## src/rtl/div_ctrl.sv

```systemverilog
// div_ctrl: glitch-free clock-divider run/stop and load controller; define DIV_CTRL_STATUS_EN for oSTATE/oPERIODS
module div_ctrl #(
  parameter int CNT_W = 26,
  parameter int DEF_HALF = 6250000,
  parameter int MIN_HALF = 2
) (
  input  logic             iCLK,
  input  logic             iRST_N,
  input  logic             iEN,
  input  logic [CNT_W-1:0] iHALF,
  input  logic             iLOAD,
  output logic             oACK,
  output logic             oERR,
  output logic             oPENDING,
  output logic             oSIG,
`ifdef DIV_CTRL_STATUS_EN
  output logic [1:0]       oSTATE,
  output logic [15:0]      oPERIODS,
`endif
  output logic             oTICK
);
  typedef enum logic [1:0] {IDLE = 2'b00, RUN = 2'b01, DRAIN = 2'b10} state_t;
  state_t state_q, state_d;
  logic [CNT_W-1:0] cnt_q, cnt_d, active_q, active_d, shadow_q, shadow_d;
  logic sig_q, sig_d, tick_q, tick_d, ack_q, ack_d, err_q, err_d, pend_q, pend_d;
  logic idle, term, apply, load_ok;
  always_comb begin
    idle = state_q == IDLE;
    term = !idle && cnt_q == active_q - CNT_W'(1);
    apply = pend_q && (idle || term);
    load_ok = iLOAD && iHALF >= CNT_W'(MIN_HALF);
    cnt_d = idle || term ? '0 : cnt_q + CNT_W'(1);
    sig_d = sig_q;
    tick_d = 1'b0;
    state_d = state_q;
    if (idle) state_d = iEN ? RUN : IDLE;
    else if (term) begin
      sig_d = iEN && !sig_q;
      tick_d = iEN || sig_q;
      state_d = iEN ? RUN : IDLE;
    end else state_d = !iEN && sig_q ? DRAIN : RUN;
    active_d = apply ? shadow_q : active_q;
    shadow_d = load_ok ? iHALF : shadow_q;
    pend_d = load_ok || (pend_q && !apply);
    ack_d = apply;
    err_d = iLOAD && !load_ok;
  end
  always_ff @(posedge iCLK) begin
    if (!iRST_N) begin
      state_q <= IDLE;
      cnt_q <= '0;
      active_q <= CNT_W'(DEF_HALF);
      shadow_q <= CNT_W'(DEF_HALF);
      sig_q <= 1'b0;
      tick_q <= 1'b0;
      ack_q <= 1'b0;
      err_q <= 1'b0;
      pend_q <= 1'b0;
    end else begin
      state_q <= state_d;
      cnt_q <= cnt_d;
      active_q <= active_d;
      shadow_q <= shadow_d;
      sig_q <= sig_d;
      tick_q <= tick_d;
      ack_q <= ack_d;
      err_q <= err_d;
      pend_q <= pend_d;
    end
  end
  assign oSIG = sig_q;
  assign oTICK = tick_q;
  assign oACK = ack_q;
  assign oERR = err_q;
  assign oPENDING = pend_q;
`ifdef DIV_CTRL_STATUS_EN
  logic [15:0] periods_q, periods_d;
  always_comb periods_d = idle ? 16'd0 : periods_q + 16'(sig_d && !sig_q);
  always_ff @(posedge iCLK) begin
    if (!iRST_N) periods_q <= 16'd0;
    else periods_q <= periods_d;
  end
  assign oSTATE = state_q;
  assign oPERIODS = periods_q;
`endif
endmodule

```

## config.mk

```make
export PLATFORM = sky130hd
export DESIGN_NAME = div_ctrl
export DESIGN_NICKNAME = d
export VERILOG_FILES = /design/src/rtl/div_ctrl.sv
export SDC_FILE = /design/constraint.sdc
export NUM_CORES = 1
export LEC_CHECK = 0
export CORE_ASPECT_RATIO = 1.4
export CORE_MARGIN = 10
export CORE_UTILIZATION = 52
export DETAILED_ROUTE_END_ITERATION = 10
export PLACE_DENSITY = 0.82
export SETUP_SLACK_MARGIN = 0.02
export SLEW_MARGIN = 10
export SYNTH_ARGS = -nofsm -noshare
export SYNTH_HDL_FRONTEND = slang
export SYNTH_SLANG_ARGS = --single-unit
```

## constraint.sdc

```tcl
create_clock -name iCLK -period 2.85 [get_ports iCLK]
set_input_delay 0.4275 -clock iCLK [delete_from_list [all_inputs] [get_ports iCLK]]
set_output_delay 0.4275 -clock iCLK [all_outputs]
set_load 0.05 [all_outputs]
```

==> reports/summary.txt <==
CLOCK TREE
----------------------------------------------------------------------
Maximum level of the CTS H-tree                                      3
Maximum buffer depth of the clock tree                               2
Hold-fix buffer count after cts                                      0
Clock transition at the registers of the reported paths        0.09 ns
TritonCTS Buffers                                                    9
Master cell of the clock root buffer                          clkbuf_8
Clk sinks                                                           85
Clock Latency Late Sink                                        0.37 ns
TritonCTS clock tree                                               yes

POWER
----------------------------------------------------------------------
Switching part of the total power                                0.276
Proportion of power drawn by flip-flops and latches              0.527
Combinational group share of total power                         0.142
Net switching power                                             661 uW
Static Leakage                                                 2.02 nW
Maximum resistive drop on vdd                                   387 uV
Pwr per Cell Area                                           453 nW/um2
Share of power burned in the clock network                       0.331
Internal portion of total power                                1.74 mW
Post-layout total power                                        2.40 mW

SYNTH
----------------------------------------------------------------------
Mux share of post-synthesis cell area                           0.0781
Top_reg_cell synth                                             dfxtp_1
Dominant cell by count in the synthesized netlist              dfxtp_1
Asr flop ratio synth                                                 0
Sequential fraction of the synthesis area                        0.402
Number of warnings issued by yosys                                   0
Synth area leader                                              dfxtp_1
Commonest cells post-synth                                85 x dfxtp_1, 66 x nand2_1, 44 x nor2_1, 33 x mux2i_1, 32 x xnor2_1
Average size of a mapped cell                                 8.71 um2
Area share of the largest cell type after synthesis              0.402
Yosys cell types                                                    53
Post-Synth Adder-Cell Area                                     0.00591
Post-synthesis instance total                                      486
Cell types with the largest area share after synthesis    dfxtp_1 40%, mux2i_1 7.8%, xnor2_1 6.6%, nand2_1 5.9%, xor2_1 5.4%
Synth Area in Compound Gates                                    0.0949
Post-synthesis instance area                                  4230 um2
Net count of the mapped netlist                                    518
Synthesized flop and latch total                                    85
Number of synthesized flops with an enable pin                       0
Main combinational cell family by area after synthesis    simple AND/OR/NAND/NOR gates
Xor/xnor share of the synthesized area                           0.120
Post-Synth Simple-Gate Area                                      0.246

CELLS AND AREA
----------------------------------------------------------------------
Post-layout instance count excluding filler cells                  650
Fraction of layout cells with a size suffix above 1              0.160
Layout-stage area growth over the synthesis result               24.9%
Antenna diode count                                                  0
Fin nets                                                           577

GRT
----------------------------------------------------------------------
GRT overflow                                                         0
Vias in the first global route                                    3529
Global-route usage over all layers                               0.166
Pin count of the biggest net entering global routing                40
Wire length of the first global-routing pass                   16.4 mm
Antenna violations before repair                                     0

TIMING
----------------------------------------------------------------------
Highest Clock Rate                                             333 MHz
Slew Viols, Final                                                    0
RSZ-0062 raised after global routing                               yes
Minimum setup slack in the final design                      -0.150 ns
Number of setup violations in the final report                      56
Final Hold Vio Count                                                 0
Headroom to the max-slew limit                                   0.437
Min Clock Period, post-route                                   3.00 ns
Worst hold-check slack                                        0.471 ns
Final period util                                                 1.05
Clock tree skew after final layout                          0.00572 ns
Transition time at the pin with the least slew margin         0.843 ns

DIE
----------------------------------------------------------------------
Boundary Pins                                                       35
Die Outline Area                                             12200 um2
Die height                                                      127 um
Area of the placeable core                                    7850 um2
Total number of placement rows                                      38
Die outline width                                              96.2 um
Effective utilization at floorplan                               0.539

PLACE
----------------------------------------------------------------------
Placer's final routability congestion estimate                   0.855
Placed Instances                                                   625
Pre-CTS setup slack                                          -0.156 ns
Post-detail-place hpwl                                         7.15 mm
Buffers on Ports                                                    34

CRITICAL PATH
----------------------------------------------------------------------
Crit path launch type                                        flip-flop
Biggest fanout along the worst timing path                           6
Arrival time of the worst setup path                           3.23 ns
Critical path endpoint category                              flip-flop
CP Data Required Time                                          3.08 ns
Classification of the worst setup path                         reg2reg

DETAILED ROUTING
----------------------------------------------------------------------
Vias/cell                                                         5.58
1st-iter DRT viols                                                 244
Final wirelength                                               9.93 mm
Remaining routing DRC violations                                     0
Count of vias placed by the detailed router                       3628
Detailed Routing Iterations Pass 1                                   5
Final antenna-violating net count                                    0
Routed wirelength normalized by instance count                 15.3 um

WORST HOLD PATH
----------------------------------------------------------------------
Type of the tightest min-delay check                           reg2reg

RUN STATUS
----------------------------------------------------------------------
Violations in the final reports                           setup timing
Outcome                                                   finished, violations left

JOB
----------------------------------------------------------------------
Number of maximum-capacitance constraint violations                  0

==> flip-flops by register name (all words and copies together) (netlist names), 2 cells and up <==
signal,count
state_q,2
shadow_q,26
active_q,26
cnt_q,26
==> per-stage QoR <==
stage | utilization | area, um2 | TNS (ns)
6_report | 0.674 | 5290 | -3.34
5_1_grt | 0.674 | 5290 | -10.06
4_1_cts | 0.661 | 5180 | -0.395
3_5_place_dp | 0.619 | 4860 | -3.46
3_3_place_gp | 0.619 | 4860 | -0.392
2_1_floorplan | - | 4230 | 0
==> power by group through the flow <==
stage / sequential (mW) / combinational (mW) / clock [mW]
3_5_place_dp: 1.29 / 0.294 / 0
2_1_floorplan: 1.29 / 0.177 / 0
4_1_cts: 1.26 / 0.320 / 0.808
5_1_grt: 1.27 / 0.369 / 0.850
6_report: 1.26 / 0.341 / 0.794
3_3_place_gp: 1.29 / 0.286 / 0
==> repair_timing <==
action | 4_1_cts | 5_1_grt
buffers inserted | 2 | 4
pin swaps | 5 | 4
gates cloned | 2 | 1
endpoints found under the setup margin | 55 | 57
endpoints found under the hold margin | 0 | 0
gates resized for setup | 16 | 15
==> metal layers <==
layer,wire length (um),global-route usage,vias to the layer above
met5,0,0,-
li1,-,-,1797
met2,5150,0.284,86
met1,4120,0.186,1718
met4,303,0.0914,0
met3,351,0.0319,27
==> cells in the final DEF, fill, tap and decap left out, types with 13 or more instances in the layout <==
cell	instances
dfxtp_1	82
nand3_1	15
buf_4	31
clkdlybuf4s50_1	33
nor2_1	43
nor4_1	13
xor2_1	26
mux2i_1	33
nand2_1	66
inv_1	18
xnor2_1	32
==> logic make-up after synthesis <==
| family | after synthesis |
|---|---|
| adder cells (fa/ha/maj) | 2 |
| AO/OA/AOI/OAI | 58 |
| buffers and inverters | 47 |
| XOR/XNOR | 58 |
| flip-flops | 85 |
| multiplexers | 33 |
| AND/OR/NAND/NOR | 203 |
==> worst max-delay path, stage by stage, from the launching register on <==
cell and delay (ns):
dfxtp_2 0.33, inv_2 0.07, ha_4 0.13, or4b_4 0.49
nor4_4 0.15, buf_4 0.18, and4_1 0.20, o21ai_2 0.08
a2111oi_4 0.45, a31oi_4 0.18, bufbuf_16 0.30, o21ai_0 0.16
o311ai_1 0.13
==> path summary, 6_finish.rpt <==
path                startpoint           end  slack [ns]  depth (start not counted)
hold reg to reg   shadow_q[10]  shadow_q[10]        0.47                          2
setup / recovery   active_q[1]  active_q[19]       -0.15                         12
hold / removal    shadow_q[10]  shadow_q[10]        0.47                          2
setup reg to reg   active_q[1]  active_q[19]       -0.15                         12
==> layout make-up <==
class | count | area (um2)
fillers | 592 | 2560
multi-input cells | 354 | 2420
flip-flops and latches | 85 | 1710
repair buffers | 75 | 785
well taps | 100 | 125
clock buffers | 9 | 124
inverters | 20 | 75.1
clock inverters | 7 | 56.3
Note: power is estimated with default switching activity, not from simulation.
